===== config.mk =====
export PLATFORM = sky130hd
export DESIGN_NAME = mem_arbiter
export DESIGN_NICKNAME = d
export VERILOG_FILES = /design/src/rtl/mem_arb_pkg.sv /design/src/rtl/mem_arb_id_fifo.sv /design/src/rtl/mem_arbiter.sv
export SDC_FILE = /design/constraint.sdc
export NUM_CORES = 1
export LEC_CHECK = 0
export CORE_AREA = 2 2 109 111
export DETAILED_ROUTE_END_ITERATION = 12
export DIE_AREA = 0 0 111 113
export PLACE_DENSITY = 0.67
export RECOVER_POWER = 100
export SYNTH_ARGS = -nofsm -noshare
export SYNTH_HDL_FRONTEND = slang
export SYNTH_SLANG_ARGS = --single-unit

===== constraint.sdc =====
create_clock -name clk -period 3.6 [get_ports clk]
set_input_delay 0.54 -clock clk [delete_from_list [all_inputs] [get_ports clk]]
set_output_delay 0.54 -clock clk [all_outputs]
set_load 0.02 [all_outputs]

===== src/rtl/mem_arb_pkg.sv =====
// rtl/mem_arb_pkg.sv - shared constants and state encoding for the memory arbiter
package mem_arb_pkg;

  // Requester IDs stored in the outstanding-transaction FIFO
  localparam logic ID_IF = 1'b0;
  localparam logic ID_LS = 1'b1;

  // Fetches always read a full word
  localparam logic [3:0] BE_FULL = 4'hF;

  typedef enum logic {
    ARB  = 1'b0,
    HOLD = 1'b1
  } arb_state_t;

endpackage


===== src/rtl/mem_arb_id_fifo.sv =====
// rtl/mem_arb_id_fifo.sv - 1-bit requester ID FIFO for in-order response routing
module mem_arb_id_fifo #(
  parameter int DEPTH = 4
) (
  input  logic clk,
  input  logic rst,
  input  logic push,
  input  logic push_id,
  input  logic pop,
  output logic head_id,
  output logic full,
  output logic empty
);

  localparam int PW = $clog2(DEPTH);

  logic [DEPTH-1:0] ids;
  logic [PW-1:0]    wr_ptr;
  logic [PW-1:0]    rd_ptr;
  logic [PW:0]      count;
  logic             do_push;
  logic             do_pop;

  // Over/underflow is never requested by the arbiter; gate anyway so the count stays sane
  assign do_push = push & ~full;
  assign do_pop  = pop & ~empty;

  assign full    = (count == (PW+1)'(DEPTH));
  assign empty   = (count == '0);
  assign head_id = ids[rd_ptr];

  // Pointers and occupancy; DEPTH is a power of two so pointers wrap naturally
  always_ff @(posedge clk) begin
    if (rst) begin
      wr_ptr <= '0;
      rd_ptr <= '0;
      count  <= '0;
    end else begin
      if (do_push) begin
        ids[wr_ptr] <= push_id;
        wr_ptr      <= wr_ptr + 1'b1;
      end
      if (do_pop) begin
        rd_ptr <= rd_ptr + 1'b1;
      end
      case ({do_push, do_pop})
        2'b10:   count <= count + 1'b1;
        2'b01:   count <= count - 1'b1;
        default: count <= count;
      endcase
    end
  end

endmodule


===== src/rtl/mem_arbiter.sv =====
// rtl/mem_arbiter.sv - IF/LS memory port arbiter; MEM_ARB_PERF_EN adds wait-cycle counters
module mem_arbiter
  import mem_arb_pkg::*;
#(
  parameter int MAX_OUTST    = 4,
  parameter int STARVE_LIMIT = 8
) (
  input  logic        clk,
  input  logic        rst,
  input  logic        if_req,
  input  logic [31:0] if_addr,
  output logic        if_gnt,
  output logic        if_rvalid,
  output logic [31:0] if_rdata,
  input  logic        ls_req,
  input  logic        ls_we,
  input  logic [3:0]  ls_be,
  input  logic [31:0] ls_addr,
  input  logic [31:0] ls_wdata,
  output logic        ls_gnt,
  output logic        ls_rvalid,
  output logic [31:0] ls_rdata,
  output logic        mem_req,
  output logic        mem_we,
  output logic [3:0]  mem_be,
  output logic [31:0] mem_addr,
  output logic [31:0] mem_wdata,
  input  logic        mem_gnt,
  input  logic        mem_rvalid,
  input  logic [31:0] mem_rdata,
  output logic        err
`ifdef MEM_ARB_PERF_EN
  ,
  output logic [31:0] perf_if_wait,
  output logic [31:0] perf_ls_wait
`endif
);

  localparam int SW = (STARVE_LIMIT > 0) ? $clog2(STARVE_LIMIT + 1) : 1;
  localparam logic [SW-1:0] STARVE_MAX = SW'(STARVE_LIMIT);

  arb_state_t    state;
  logic          sel_lat;
  logic [SW-1:0] starve_cnt;
  logic          starved;
  logic          sel;
  logic          sel_req;
  logic          grant;
  logic          pop;
  logic          fifo_full;
  logic          fifo_empty;
  logic          fifo_head;

  // IF overrides LS only once it has waited the full limit and still wants the port
  assign starved = (STARVE_LIMIT != 0) && (starve_cnt == STARVE_MAX) && if_req;

  // Selection: a held decision wins; otherwise starvation override, then LS over IF
  always_comb begin
    sel = ID_IF;
    if (state == HOLD) begin
      sel = sel_lat;
    end else if (starved) begin
      sel = ID_IF;
    end else if (ls_req) begin
      sel = ID_LS;
    end
  end

  assign sel_req = (sel == ID_LS) ? ls_req : if_req;

  // A full FIFO blocks new requests even if a response frees a slot this cycle
  assign mem_req   = sel_req & ~fifo_full & ~rst;
  assign grant     = mem_req & mem_gnt;
  assign if_gnt    = grant & (sel == ID_IF);
  assign ls_gnt    = grant & (sel == ID_LS);

  assign mem_we    = (sel == ID_LS) & ls_we;
  assign mem_be    = (sel == ID_LS) ? ls_be    : BE_FULL;
  assign mem_addr  = (sel == ID_LS) ? ls_addr  : if_addr;
  assign mem_wdata = (sel == ID_LS) ? ls_wdata : 32'h0;

  // Responses return in order; the FIFO head says whose response this is
  assign pop       = mem_rvalid & ~fifo_empty & ~rst;
  assign if_rvalid = pop & (fifo_head == ID_IF);
  assign ls_rvalid = pop & (fifo_head == ID_LS);
  assign if_rdata  = mem_rdata;
  assign ls_rdata  = mem_rdata;

  mem_arb_id_fifo #(
    .DEPTH (MAX_OUTST)
  ) u_id_fifo (
    .clk     (clk),
    .rst     (rst),
    .push    (grant),
    .push_id (sel),
    .pop     (pop),
    .head_id (fifo_head),
    .full    (fifo_full),
    .empty   (fifo_empty)
  );

  // Arbitration FSM: latch the selection when it is not accepted immediately
  always_ff @(posedge clk) begin
    if (rst) begin
      state   <= ARB;
      sel_lat <= ID_IF;
    end else begin
      case (state)
        ARB: begin
          if (sel_req && !grant) begin
            state   <= HOLD;
            sel_lat <= sel;
          end
        end
        HOLD: begin
          if (grant) begin
            state <= ARB;
          end
        end
        default: state <= ARB;
      endcase
    end
  end

  // Count LS grants taken while IF is kept waiting; saturates at the limit
  always_ff @(posedge clk) begin
    if (rst) begin
      starve_cnt <= '0;
    end else if (!if_req || if_gnt) begin
      starve_cnt <= '0;
    end else if (ls_gnt && (starve_cnt != STARVE_MAX)) begin
      starve_cnt <= starve_cnt + 1'b1;
    end
  end

  // Sticky error for a response that has no transaction to belong to
  always_ff @(posedge clk) begin
    if (rst) begin
      err <= 1'b0;
    end else if (mem_rvalid && fifo_empty) begin
      err <= 1'b1;
    end
  end

`ifdef MEM_ARB_PERF_EN
  // Wait-cycle counters: a requester waits whenever it asks and is not granted
  always_ff @(posedge clk) begin
    if (rst) begin
      perf_if_wait <= '0;
      perf_ls_wait <= '0;
    end else begin
      if (if_req && !if_gnt) begin
        perf_if_wait <= perf_if_wait + 32'd1;
      end
      if (ls_req && !ls_gnt) begin
        perf_ls_wait <= perf_ls_wait + 32'd1;
      end
    end
  end
`endif

endmodule


# Word-level counts from Yosys, hierarchy flattened
# Index checks and enable logic that the tools add are counted.
[classes]
n_addsub = 5
magnitude_cmp = 3
n_eq_ne = 5
n_mux = 16
bitwise = 18
n_reduce_logical = 13
[ops]
columns = ["op", "count"]
rows = [
  ["two-way mux 32 bit", 2],
  ["AND 1 bit", 12],
  ["two-way mux 1 bit", 8],
  ["< comparator 2 x 3 -> 1 bit, second input constant", 2],
  ["NOT 1 bit", 6],
  ["one-hot mux 3 bit (2 select lines)", 1],
  ["logical AND 1 bit", 5],
  ["adder 2 x 1 -> 2 bit, second input constant", 2],
  ["adder 4 x 1 -> 4 bit, second input constant", 1],
  ["bitwise mux 4 bit", 1],
  ["equality test 4 bit, second input constant", 1],
  ["two-way mux 4 bit", 1],
  ["inequality test 4 bit, second input constant", 1],
  ["AND reduction 2 bit", 2],
  ["adder 3 x 1 -> 3 bit, second input constant", 1],
  ["equality test 3 bit, second input constant", 1],
  ["zero test 3 bit", 1],
  ["subtractor 3 x 1 -> 3 bit, second input constant", 1],
  ["binary-select mux 1 bit (select 2 bit)", 1],
  ["demux 1 bit (select 2 bit)", 1],
  ["equality test 2 x 1 -> 1 bit, second input constant", 1],
  ["equality test 2 bit, second input constant", 1],
  [">= comparator 2 x 1 -> 1 bit, second input constant", 1],
  ["zero test 1 bit", 2],
  ["4 further kinds", 4],
]
[totals]
ff_bits = 18
input_bits = 139
out_inout_bits = 139

# Logic depth before layout (Yosys ltp)
# Gate-level depths: netlist of run 1.
[logic_depth]
ltp_word = 12
depth_mapped = 10

# Hierarchy
# A second synthesis of run 1 with hierarchy kept.
[hier_totals]
hier_cells = 248
area_unflattened_um2 = 2148.3
[modules_own_cells]
columns = ["mod", "n_inst", "cells_per_inst", "area_each_um2", "seq_area_each_um2"]
rows = [
  ["mem_arbiter", 1, 192, 1557.7, 140.1],
  ["mem_arb_id_fifo", 1, 56, 590.6, 260.2],
]

# Worst setup path after synthesis of run 1
# No wires, ideal clock.
[synth_path]
kind = "in2reg"
from = "input if_req"
to = "register u_id_fifo.count[2]"
setup_ps = 71
arrival_time_ps = 2078
t_required_ps = 3529
slack_ps = 1451
path_stages = 9
cell_sequence = "a21o_1 -> o211a_4 -> inv_1 -> ha_1 -> inv_1 -> fa_1 -> xor2_1 -> or3_1 -> a21oi_1"
[synth_via]
elab_chain_cells = 10
word_cells_on_any_way = 12
cone_classes = "eq/ne: 2; mux: 4; bitwise: 4; reduce/logical: 2"
[synth_rtl]
columns = ["element", "line", "rtl"]
rows = [
  ["from (decl)", "mem_arbiter.sv:10", "input logic if_req,"],
  ["logical AND 1 bit", "mem_arbiter.sv:55", "assign starved = (STARVE_LIMIT != 0) && (starve_cnt == STARVE_MAX) && if_req;"],
  ["two-way mux 1 bit", "mem_arbiter.sv:62", "end else if (starved) begin"],
  ["two-way mux 1 bit", "mem_arbiter.sv:60", "if (state == HOLD) begin"],
  ["two-way mux 1 bit (*)", "mem_arbiter.sv:69", "assign sel_req = (sel == ID_LS) ? ls_req : if_req;"],
  ["AND 1 bit (*) (2 in series)", "mem_arbiter.sv:72", "assign mem_req = sel_req & ~fifo_full & ~rst;"],
  ["AND 1 bit (*)", "mem_arbiter.sv:73", "assign grant = mem_req & mem_gnt;"],
  ["AND 1 bit (*)", "mem_arb_id_fifo.sv:25", "assign do_push = push & ~full;"],
  ["equality test 2 x 1 -> 1 bit or equality test 2 bit (tied branches)", "mem_arb_id_fifo.sv:46", "case ({do_push, do_pop})"],
  ["one-hot mux 3 bit (2 select lines) or nonzero test 2 bit (tied branches)", "-", ""],
  ["to (signal assigned)", "mem_arb_id_fifo.sv:47", "2'b10: count <= count + 1'b1;"],
  ["to (signal assigned)", "mem_arb_id_fifo.sv:48", "2'b01: count <= count - 1'b1;"],
  ["to (signal assigned)", "mem_arb_id_fifo.sv:49", "default: count <= count;"],
  ["to (decl)", "mem_arb_id_fifo.sv:20", "logic [PW:0] count;"],
]
# Every way passes the cells marked *; elsewhere a longest branch is shown, timed or not.
# A chain may end at the register's enable or synchronous reset.

# Final worst setup path of run 1
[layout_path]
from = "input ls_req"
to = "output mem_addr[31]"
[layout_via]
elab_chain_cells = 4
[layout_rtl]
columns = ["element", "line", "rtl"]
rows = [
  ["from (decl)", "mem_arbiter.sv:15", "input logic ls_req,"],
  ["two-way mux 1 bit", "mem_arbiter.sv:64", "end else if (ls_req) begin"],
  ["two-way mux 1 bit", "mem_arbiter.sv:62", ""],
  ["two-way mux 1 bit", "mem_arbiter.sv:60", ""],
  ["two-way mux 32 bit", "mem_arbiter.sv:79", "assign mem_addr = (sel == ID_LS) ? ls_addr : if_addr;"],
  ["to (decl)", "mem_arbiter.sv:26", "output logic [31:0] mem_addr,"],
]
# No other way between the ends.

==> impl_metrics.csv, run 1 <==
group,metric,value,unit
sta,relSlewSlack,62.0,%
clock_network,numCtsBuffers,3,
floorplanning,core,0.0113,sq mm
placement,pre_cts_slack,0.343,ns
detailed_routing,wl_per_cell,16.3,um
sta,rsz0062_at_grt,"no",
synthesis,synth_area,0.00217,sq mm
detailed_routing,highest_layer,"met4",
critical_path,path_class,"in2out",
synthesis,yosys.area.top_type,"buf_4",
sta,final.setup_skew,0.00202,ns
sta,final_max_slew_viol_count,0,
placement,hpwlAfterDp,7.27,mm
global_routing,grt_pass1_vias,2174,
synthesis,synth_async_sr_flop_share,0,%
synthesis,synth.area.top_cells,"buf_4 (23%), mux2_2 (17%), dfxtp_1 (13%)",
synthesis,synth-main-ff-cell,"dfxtp_1",
sta,finalHoldViolCount,0,
clock_network,cts_max_path_buffers,2,
sta,tns,0,ns
detailed_routing,first_pass_iters,4,
clock_network,clock-sinks,18,
critical_path,endpoint_kind,"output port",
placement,io_buffer_count,181,
synthesis,post_synth.cell_area_avg,8.40,sq um
critical_path,crit_slowest_cell,"dlygate4sd3_1",
floorplanning,fp.dieH,113,um
synthesis,synth-seq-cells,18,
finish,antenna_cells,0,
critical_path,crit_path_start_kind,"input pin",
sta,final-setup-viol-count,0,
detailed_routing,wl,8.37,mm
synthesis,ys_seq_area_share,18.5,%
critical_path,worstPathCellList,"clkdlybuf4s50_1 -> nor2b_1 -> a22o_1 -> buf_12 -> mux2_2 -> dlygate4sd3_1",
floorplanning,die_area,0.0125,sq mm
clock_network,post-cts-setup-buffers,0,
synthesis,yosysWarningCount,0,
worst_hold_path,hp-class,"reg2reg",
detailed_routing,wl_met3,803,um
finish,fill_cells,1170,
clock_network,clk_pin_slew_worst_paths,0.05,ns
detailed_routing,drc_errors,0,
global_routing,track_usage,12.3,%
sta,fin_crit_sh,93.3,%
floorplanning,ios,278,
flow_run,max_cap_violations,0,
critical_path,worstPathMaxFanout,41,
finish,drive_gt1_share,10.5,%
power_and_ir_drop,irDropWorstVdd,294,uV
finish,syn_to_final_growth,70.2,%
finish,nets,518,
power_and_ir_drop,powerDensity,257,mW/mm^2
global_routing,grt_overflow,0,
floorplanning,die_x,111,um
synthesis,yosysTopAreaCellShare,22.5,%
global_routing,grt_max_degree,42,
sta,layout_min_cycle_time,3.36,ns
global_routing,grt_pass1_wl,12.3,mm
sta,worst_pin_slew,0.569,ns
clock_network,cts_root_buffer,"clkbuf_16",
detailed_routing,ant_nets,0,
detailed_routing,drtIter0Drc,74,
clock_network,cts_hold_buf,0,
critical_path,rrSetupSlack,1.09,ns
outcome,outcome,"complete, no violations",
synthesis,synth_cell_types,35,
floorplanning,start_util,19.2,%
detailed_routing,route.layer.met1.wl,3.67,mm
critical_path,path_delay_family,"buffers and inverters",
critical_path,worstPathArrival,2.82,ns
floorplanning,num_rows,39,
sta,setup_ws,0.240,ns
detailed_routing,viasPerCell,4.04,
synthesis,syn-num-nets,405,
critical_path,max_stage_delay,0.65,ns
placement,place_congestion,0.740,
detailed_routing,dr_total_vias,2070,
power_and_ir_drop,power.static_leakage,1.44,nW
sta,max_freq,298,MHz
synthesis,yosysMostFrequentCell,"buf_4",
global_routing,antenna_found_initial,2,
synthesis,synth_edf_count,4,
critical_path,crit_required,3.06,ns
synthesis,yosys-top-cells-count,"buf_4 (65), and2_1 (40), mux2_2 (32), nand2_1 (15), nor2_1 (15)",
clock_network,cts_tree,"built",
clock_network,htree_levels,1,
critical_path,critical_path_buf_inv_count,3,
detailed_routing,wl_met2,3.80,mm
synthesis,postSynthCellCount,258,
clock_network,clock_latency,0.25,ns
clock_network,post_cts_resized,0,
## through the flow
stage	power, W	hold slack [ns]	util [%]	std cells	instance area (sq um)
after global placement	0.000741	0.449	32.2	509	3630
final	0.000949	0.477	32.7	513	3690
after CTS	0.000975	0.493	32.9	513	3710
after detailed placement	0.000748	0.479	32.2	509	3630
after floorplan	0.000573	0.469	-	258	2170
after global routing	0.000994	0.535	32.7	513	3690
## layout by cell type (no fill, tap or decap), types with 6 or more instances in the layout
cell type / instances
a21oi_1: 6
and2_1: 36
clkdlybuf4s50_1: 136
dfxtp_1: 14
dlygate4sd3_1: 45
ha_1: 7
inv_1: 10
mux2_2: 32
nand2_1: 15
nand2b_1: 6
nor2_1: 15
## worst paths after layout
path                            cells past startpoint               start            endpoint
worst max-delay path                                6              ls_req        mem_addr[31]
worst min-delay path                                2                 err                 err
worst max register to register                     10  u_id_fifo.count[0]  u_id_fifo.count[2]
worst min register to register                      2                 err                 err
## final cells by class
class,count,area [sq um],share of cell area (%)
flip-flops and latches,18,400,10.8
multi-input cells,154,1140,30.9
repair buffers,184,1860,50.3
well taps,143,179,4.85
clock inverters,1,3.75,0.102
inverters,10,37.5,1.02
clock buffers,3,75.1,2.03
## state kept, by name, indices dropped and copies added (netlist names)
register / flops
u_id_fifo.ids: 4
u_id_fifo.rd_ptr: 2
sel_lat: 1
state: 1
starve_cnt: 4
u_id_fifo.wr_ptr: 2
err: 1
u_id_fifo.count: 3
## worst min-delay path, cell delays in order (launching register included)
cell and delay [ns]:
dfxtp_1 0.33, a21oi_1 0.05, nor2_1 0.07
## cell families (layout without fill, tap and decap cells)
group                    Yosys count  after routing  share of synthesized area (%)
AND/OR/NAND/NOR                   89             89                           22.0
buffers and inverters             86            198                           28.4
multiplexers                      33             33                           17.7
AO/OA/AOI/OAI                     19             19                           6.52
flip-flops                        18             18                           18.5
adder cells (fa/ha/maj)            8              8                           4.96
XOR/XNOR                           5              5                           2.02
## power by group
part | leakage, nW | internal, W | switching [W]
clock | 0.0385 | 0.000148 | 0.0000776
combinational | 1.25 | 0.000281 | 0.000216
sequential | 0.151 | 0.000217 | 0.00000972
## routing by layer
metal	global-route usage, %	up-vias
met5	0	-
met4	2.25	0
met3	3.05	21
met2	19.4	115
met1	17.3	933
li1	-	1001
(Power assumes the default switching activity.)
==> run 2: changes to the inputs <==
- PLACE_DENSITY: 0.67 -> default
- SETUP_SLACK_MARGIN: default -> 0.5
==> run 2 against run 1 <==
Compared with the run above: clock skew down 0.00063 ns; sequential power about the same; cell count up 0.19%; design area down 3.0%; non-clock buffer count up 1; clock power about the same; worst hold slack worse by 0.013 ns; largest power group unchanged.
==> impl_metrics.csv, run 2 (synthesized netlist as in run 1, its figures left out) <==
group,metric,value,unit
worst_hold_path,hp-class,"reg2reg",
detailed_routing,first_pass_iters,4,
finish,biggestRegsByFlops,"starve_cnt: 4 flops, u_id_fifo.ids: 4 flops, u_id_fifo.count: 3 flops",
clock_network,post-cts-setup-buffers,0,
critical_path,critical_path_buf_inv_count,3,
critical_path,worstPathArrival,2.73,ns
critical_path,worstPathCellList,"clkdlybuf4s50_1 -> nor2b_1 -> a22o_1 -> buf_12 -> and2_1 -> dlygate4sd3_1",
detailed_routing,ant_nets,0,
critical_path,crit_slowest_cell,"dlygate4sd3_1",
clock_network,cts_root_buffer,"clkbuf_16",
floorplanning,num_rows,39,
critical_path,max_stage_delay,0.67,ns
placement,io_buffer_count,181,
detailed_routing,wl_per_cell,15.2,um
detailed_routing,dr_total_vias,2094,
global_routing,track_usage,11.3,%
critical_path,crit_required,3.06,ns
sta,worst_pin_slew,0.513,ns
clock_network,cts_tree,"built",
sta,final.setup_skew,0.00139,ns
clock_network,htree_levels,1,
floorplanning,core,0.0113,sq mm
floorplanning,fp.dieH,113,um
sta,tns,0,ns
clock_network,clock_latency,0.25,ns
sta,fin_crit_sh,90.8,%
power_and_ir_drop,power.static_leakage,1.41,nW
finish,fill_cells,1214,
outcome,outcome,"complete, no violations",
floorplanning,die_x,111,um
detailed_routing,drtIter0Drc,39,
critical_path,path_class,"in2out",
sta,finalHoldViolCount,0,
finish,drive_gt1_share,10.5,%
floorplanning,start_util,19.2,%
sta,rsz0062_at_grt,"no",
clock_network,cts_max_path_buffers,2,
clock_network,clk_pin_slew_worst_paths,0.05,ns
flow_run,max_cap_violations,0,
detailed_routing,viasPerCell,4.07,
placement,hpwlAfterDp,6.74,mm
global_routing,grt_max_degree,43,
finish,fin_util,31.8,%
sta,layout_min_cycle_time,3.27,ns
finish,final_common_cell,"clkdlybuf4s50_1",
sta,max_freq,306,MHz
global_routing,grt_pass1_wl,11.5,mm
finish,regArea,400,sq um
sta,final-setup-viol-count,0,
detailed_routing,wl,7.81,mm
finish,nets,519,
critical_path,worstPathMaxFanout,21,
floorplanning,die_area,0.0125,sq mm
clock_network,numCtsBuffers,3,
finish,antenna_cells,0,
detailed_routing,drc_errors,0,
critical_path,crit_path_start_kind,"input pin",
global_routing,grt_pass1_vias,2196,
global_routing,grt_overflow,0,
finish,syn_to_final_growth,65.1,%
placement,pre_cts_slack,0.338,ns
finish,mostFrequentLayoutCells,"clkdlybuf4s50_1 (116), dlygate4sd2_1 (37), and2_1 (31)",
critical_path,path_delay_family,"buffers and inverters",
critical_path,endpoint_kind,"output port",
placement,place_congestion,0.776,
sta,final_max_slew_viol_count,0,
floorplanning,ios,278,
power_and_ir_drop,powerDensity,255,mW/mm^2
power_and_ir_drop,irDropWorstVdd,166,uV
sta,setup_ws,0.332,ns
finish,multi_input_area,0.00115,sq mm
sta,relSlewSlack,65.7,%
global_routing,antenna_found_initial,4,
clock_network,clock-sinks,18,
## run 2: power by group
part / switching (W) / internal (W)
registers: 0.00000962 / 0.000217
clock network: 0.0000742 / 0.000148
logic: 0.000215 / 0.000250
total: 0.000299 / 0.000615
## run 2: repair_timing
item	CTS	global route
hold buffers	0	0
pin swaps	0	0
gates cloned	0	1
setup endpoints to repair	37	34
gates resized for setup	37	19
## run 2: metrics by stage
stage	instance area, sq um	power, W	cells	hold slack, ns
after global routing	3580	0.000962	514	0.514
after detailed placement	3630	0.000744	509	0.465
final	3580	0.000914	514	0.464
after CTS	3660	0.000940	513	0.476
after global placement	3630	0.000738	509	0.454
after floorplan	2170	0.000573	258	0.469
## run 2: layer usage
layer | vias up | GRT usage, % | share of wire (%)
li1 | 1006 | - | -
met1 | 962 | 15.0 | 43
met2 | 109 | 19.0 | 48
met3 | 17 | 2.68 | 7.2
met4 | 0 | 2.17 | 1.1
met5 | - | 0 | 0
## run 2: tightest hold or removal path: cells and delay by family (launching register included)
family | cells | cell delay (ns)
AND/OR/NAND/NOR | 1 | 0.07
AO/OA/AOI/OAI | 1 | 0.04
flip-flops | 1 | 0.32
## run 2: cell type report
cell class | count | share of cell area (%)
Tap cell | 143 | 5.00
Clock buffer | 3 | 2.10
Timing Repair Buffer | 185 | 48.5
Sequential cell | 18 | 11.2
Inverter | 10 | 1.05
Multi-Input combinational cell | 154 | 32.1
Clock inverter | 1 | 0.105
## run 2: final timing paths
path                                      endpoint  cells past startpoint               start  slack, ns
worst max-delay path                 mem_wdata[30]                      6              ls_req       0.33
worst min-delay path                           err                      2                 err       0.46
worst max register to register  u_id_fifo.count[2]                     10  u_id_fifo.count[0]       1.19
worst min register to register                 err                      2                 err       0.46
==> RTL edit 1, RTL diff (settings of run 2) <==
Change the parameter `STARVE_LIMIT` from 8 to 16.
--- a/src/rtl/mem_arbiter.sv
+++ b/src/rtl/mem_arbiter.sv
@@ -3,7 +3,7 @@
   import mem_arb_pkg::*;
 #(
   parameter int MAX_OUTST    = 4,
-  parameter int STARVE_LIMIT = 8
+  parameter int STARVE_LIMIT = 16
 ) (
   input  logic        clk,
   input  logic        rst,
Formal check against the unedited RTL: no difference found for any inputs over 4 cycles, from zero or initial values and one cycle with rst high; that may be too few to reach the edited logic, so the function may still have changed.
==> RTL edit 1 against run 2 <==
Sequential share of layout area increased by 0.79 points. Design area decreased by 1.9%. Total power increased by 2.4%. Critical path type unchanged. Die area unchanged. Worst hold slack got worse by 0.0019 ns. Via count decreased by 1.0%. Sequential cell count increased by 1. Critical path depth increased by 1. Sequential power increased by 5%. Largest power group unchanged. Non-clock buffer count increased by 2. Critical endpoint is now mem_addr[1]. Register-to-register slack got worse by 0.36 ns. Worst setup slack improved by 0.10 ns. Area after synthesis increased by 1.1%. Routed wire length increased by 5.0%.
==> RTL edit 1: results (changes against run 2) <==
Pwr
  • LEAKAGE: 1.334 nW (-5.2%)
  • Combinational share of power: 50.5% (-0.4 points)
  • Switching power total: 0.0003164 W (+5.9%)
  • Worst-case vdd ir drop: 0.0001474 V (-11%)

Setup path
  • Worst-path maximum fanout: 23 (+9.5%)
  • Reg-to-reg startpoint: state$_SDFF_PP0_
  • Largest incremental delay on the critical path: 0.62 ns (-0.05 ns)
  • Slowest cell on the critical path: sky130_fd_sc_hd__dlygate4sd3_1
  • Arrival time of the worst setup path: 2.62 ns (-0.11 ns)

Yosys
  • Top cells by instance count after synthesis: sky130_fd_sc_hd__buf_4 (64), sky130_fd_sc_hd__and2_1 (38), sky130_fd_sc_hd__mux2_2 (26)
  • Synthesized instance count: 255 (-1.2%)
  • Proportion of synthesized chip area in sequential cells: 19.18% (+0.71 points)
  • Share of the synthesized area in compound gates (AO/OA/AOI/OAI): 6.221% (-0.30 points)
  • Unique cell type count in the Yosys netlist: 38 (+8.6%)
  • Syn_nets: 402 (-0.74%)
  • Fraction of the mapped netlist area in adder cells: 4.909% (-0.054 points)
  • Parity-gate share of the synthesized area counting xor and xnor cells: 1.998% (-0.022 points)
  • Fraction of synthesized area in multiplexers: 18.49% (+0.84 points)

Route
  • First-pass DRT Iterations: 4 (unchanged)
  • Detailed Route Iter0 Violations: 56 (+44%)
  • Aggregate routed wire length: 8202 µm (+5.0%)
  • Ratio of routed vias to standard cells: 4.025 (-1.2%)
  • Via count: 2073 (-1.0%)

Finish
  • Area of the multi-input gates: 1180 µm² (+2.8%)
  • Layout net count: 520 (+0.19%)
  • Fraction of layout cells with a size suffix above 1: 11.02% (+0.51 points)
  • Filler cells: 1225 (+0.91%)
  • Number of diodes: 0 (unchanged)

Placement
  • Routability congestion estimate: 0.8038 (+3.6%)
  • Post-placement cell area: 3690 µm² (+1.7%)
  • DP Wirelength: 6587 µm (-2.3%)

CTS
  • Post-CTS setup buffers: 0 (unchanged)
  • Htree depth: 1 (unchanged)

Timing
  • Clock skew after layout: 0.001374 ns (-0.00001272 ns)

Global routing
  • Total global-route track usage: 11.24% (-0.097 points)
  • Antenna violations before repair: 0 (-4)
  • Global-route wire length before repair: 11430 µm (-0.42%)
  • Vias in the first global route: 2166 (-1.4%)

Status
  • Outcome: finished clean
-- RTL edit 1: cell count changes in the layout (fill, tap and decap cells not counted), sizes merged, moves of 2 or more --
cell | run 2 | this run
clkbuf | 21 | 50
nand4 | 2 | 0
and2 | 40 | 38
or3 | 1 | 4
a21oi | 6 | 12
dlygate4sd2 | 37 | 24
clkdlybuf4s50 | 116 | 103
nor2 | 15 | 10
nand2 | 15 | 11
-- RTL edit 1: area by class of cell --
cell class / count / share of cell area, %
Clock buffer: 4 / 2.244
Inverter: 11 / 1.176
Multi-Input combinational cell: 151 / 33.59
Sequential cell: 19 / 11.97
Tap cell: 143 / 5.094
Timing Repair Buffer: 187 / 45.92
-- RTL edit 1: cell families (layout without fill, tap and decap cells) --
family          Yosys count  after routing
flops                    19             19
xor+xnor                  5              5
simple gates             82             82
fa+ha+maj                 8              8
mux                      33             33
buf+inv                  85            202
compound gates           23             23
-- RTL edit 1: what timing repair did --
| action | in CTS | in global routing |
|---|---|---|
| cloned | 0 | 2 |
| endpoints found under the setup margin | 36 | 44 |
| hold endpoints to repair | 0 | 0 |
| gates resized for setup | 24 | 44 |
-- RTL edit 1: routing by layer --
metal  vias up  global-route usage, %  part of all wire, %
met2       122                  20.25                   51
met4         0                  2.833                 0.89
li1       1017                      -                    -
met1       928                  13.19                   40
met5         -                      0                    0
met3         6                  3.214                  7.8
-- RTL edit 1: path summary, 6_finish.rpt --
check                                          to  slack [ns]  cells past startpoint
setup reg to reg  u_id_fifo.count[2]$_SDFFE_PP0P_        0.83                     11
hold reg to reg                  err$_SDFFE_PP0P_        0.46                      2
setup / recovery                      mem_addr[1]        0.44                      7
hold / removal                   err$_SDFFE_PP0P_        0.46                      2
-- RTL edit 1: power by group through the flow --
stage	logic (W)	clock network, W	registers (W)
finish	0.000473	0.000226	0.000238
global route	0.000505	0.000243	0.000240
CTS	0.000520	0.000233	0.000238
detailed placement	0.000537	0	0.000242
global placement	0.000534	0	0.000242
floorplan	0.000352	0	0.000242
-- RTL edit 1: stage by stage --
step                      worst slack [ns]  hold slack [ns]
after floorplan                      1.361           0.4503
after global placement              0.3827           0.4515
after detailed placement            0.3757           0.4616
after CTS                           0.3883           0.4754
after global routing                0.3127           0.5023
final                               0.4371           0.4619
==> RTL edit 2, RTL diff (config.mk and constraints of run 2) <==
Without the edit above. Compare `starve_cnt` against `STARVE_MAX` with >= in place of ==.
--- a/src/rtl/mem_arbiter.sv
+++ b/src/rtl/mem_arbiter.sv
@@ -52,7 +52,7 @@
   logic          fifo_head;
 
   // IF overrides LS only once it has waited the full limit and still wants the port
-  assign starved = (STARVE_LIMIT != 0) && (starve_cnt == STARVE_MAX) && if_req;
+  assign starved = (STARVE_LIMIT != 0) && (starve_cnt >= STARVE_MAX) && if_req;
 
   // Selection: a held decision wins; otherwise starvation override, then LS over IF
   always_comb begin
Check against the original RTL: no difference found for any inputs over 4 cycles, from zero or initial values and one cycle with rst high; that may be too few to reach the edited logic, so the function may still have changed.
==> RTL edit 2 against run 2 <==
Design area rose by 3.8%. Routed wire length decreased by 2.6%. Die area unchanged. Area after synthesis shrank 2.6%. Sequential cell count is the same. Total power is 5.4% higher. Worst setup slack improved by 0.098 ns. Combinational power is 12% higher. Highest routed layer unchanged.
==> RTL edit 2: results (changes against run 2) <==
Yosys
  • Top cells by instance count after synthesis: sky130_fd_sc_hd__nand2_1 (104), sky130_fd_sc_hd__buf_4 (64), sky130_fd_sc_hd__nor2b_1 (35)
  • Dominant cells by area after synthesis: sky130_fd_sc_hd__buf_4 (23%), sky130_fd_sc_hd__nand2_1 (18%), sky130_fd_sc_hd__dfxtp_1 (13%)
  • Syn_nets: 463 (+14%)
  • Syn Std Cell Area: 2112 µm² (-2.6%)
  • Unique cell type count in the Yosys netlist: 41 (+17%)
  • Number of flops mapped to enable cells by yosys: 4 (unchanged)
  • Proportion of synthesized chip area in sequential cells: 18.96% (+0.49 points)
  • Most frequently used flop master after synthesis: sky130_fd_sc_hd__dfxtp_1

Placement
  • Post-placement setup slack: 0.5041 ns (+0.1664 ns)
  • DP Wirelength: 6417 µm (-4.8%)
  • Routability congestion estimate: 0.7601 (-2.0%)

Finish
  • Non-clock buffers, area share: 50.64% (+2.1 points)
  • Multi-input comb cells: 208 (+35%)
  • Count of plain and timing-repair buffers: 189 (+2.2%)
  • Filler cells: 1194 (-1.6%)
  • Area of the multi-input gates: 1130 µm² (-1.5%)
  • Inverters, non-clock: 13 (+3)
  • Fraction of layout cells with a size suffix above 1: 5.336% (-5.2 points)
  • Layout net count: 580 (+12%)
  • Synthesis-to-layout area growth: 75.95%
  • Clock-cell share of area: 2.020% (-0.18 points)
  • Sequential portion of the cell area: 10.77% (-0.41 points)

Setup path
  • Reg-to-reg setup timing slack: 0.98 ns (-0.21 ns)
  • RR Endpoint: u_id_fifo.count[2]$_SDFFE_PP0P_
  • Worst-path maximum fanout: 14 (-33%)
  • Largest incremental delay on the critical path: 0.64 ns (-0.03 ns)
  • Reg-to-reg startpoint: u_id_fifo.count[2]$_SDFFE_PP0P_
  • Arrival time of the worst setup path: 2.63 ns (-0.10 ns)

Timing
  • Clock skew after layout: 0.003136 ns (+0.001749 ns)
  • Final critical-path setup slack: 0.4304 ns (+0.09807 ns)
  • Pin slew with the least headroom to its limit: 0.5969 ns (+0.08374 ns)
  • Worst hold margin: 0.4617 ns (-0.002124 ns)

CTS
  • Clock latency reported for the late side of the worst-skew pair: 0.24 ns
  • Number of buffers on the longest clock path: 2 (unchanged)
  • Post-CTS sizing: 1 (-97%)
  • CTS buffer count: 3 (unchanged)
  • Post-CTS setup buffers: 0 (unchanged)

Pwr
  • LEAKAGE: 1.616 nW (+15%)
  • Worst-case vdd ir drop: 0.0001444 V (-13%)

Global routing
  • Antenna violations before repair: 0 (-4)
  • Global-route wire length before repair: 11370 µm (-0.90%)
  • Vias in the first global route: 2232 (+1.6%)
  • Total global-route track usage: 11.07% (-0.27 points)
  • Pin count of the biggest net entering global routing: 57 (+33%)

Worst hold path
  • Kind of path behind the tightest hold check: reg2reg
  • Destination of the worst hold path: err$_SDFFE_PP0P_

Route
  • Ratio of routed vias to standard cells: 3.974 (-2.5%)
  • Detailed Route Iter0 Violations: 71 (+82%)
  • Aggregate routed wire length: 7610 µm (-2.6%)

Status
  • Outcome: finished clean
## RTL edit 2: cell types whose count changed after synthesis, sizes merged, moves of 3 or more
| cell | delta |
|---|---|
| clkbuf | +3 |
| mux2 | -32 |
| and2 | -34 |
| nor2b | +33 |
| or2 | +3 |
| nand2b | -3 |
| nand2 | +89 |
## RTL edit 2: worst max-delay path by stage
stage,depth (start not counted),endpoint,start
5_1_grt,5,if_gnt,rst
3_3_place_gp,7,mem_addr[8],if_req
6_report,5,if_gnt,rst
2_1_floorplan,11,u_id_fifo.count[2]$_SDFFE_PP0P_,u_id_fifo.count[0]$_SDFFE_PP0P_
4_1_cts,7,mem_addr[8],if_req
3_5_place_dp,6,ls_gnt,ls_req
## RTL edit 2: power breakdown
group | switching [W] | total [W] | internal, W
Sequential | 0.00000901 | 0.000227 | 0.000218
Clock | 0.0000686 | 0.000214 | 0.000146
Combinational | 0.000253 | 0.000522 | 0.000269
## RTL edit 2: cell families after synthesis
family	Yosys count	share of synthesized area, %
AOI/OAI and AO/OA	15	4.977
buffers and inverters	90	28.02
and+or+nand+nor	178	39.34
adders and majority gates	8	5.095
muxes	2	1.540
DFF	18	18.96
xor gates and xnor gates	5	2.074
## RTL edit 2: routing by layer
metal  vias up  track usage [%]  part of all wire [%]
met5         -                0                     0
met3        17            3.053                   8.9
met2       142            19.47                    48
li1       1143                -                     -
met4         0            3.167                   1.6
met1       979            13.28                    42
## RTL edit 2: stage by stage
| step | cells | utilization [%] |
|---|---|---|
| after global routing | 574 | 32.97 |
| after global placement | 568 | 32.20 |
| final | 574 | 32.97 |
| after floorplan | 316 | - |
| after detailed placement | 568 | 32.20 |
| after CTS | 571 | 32.88 |
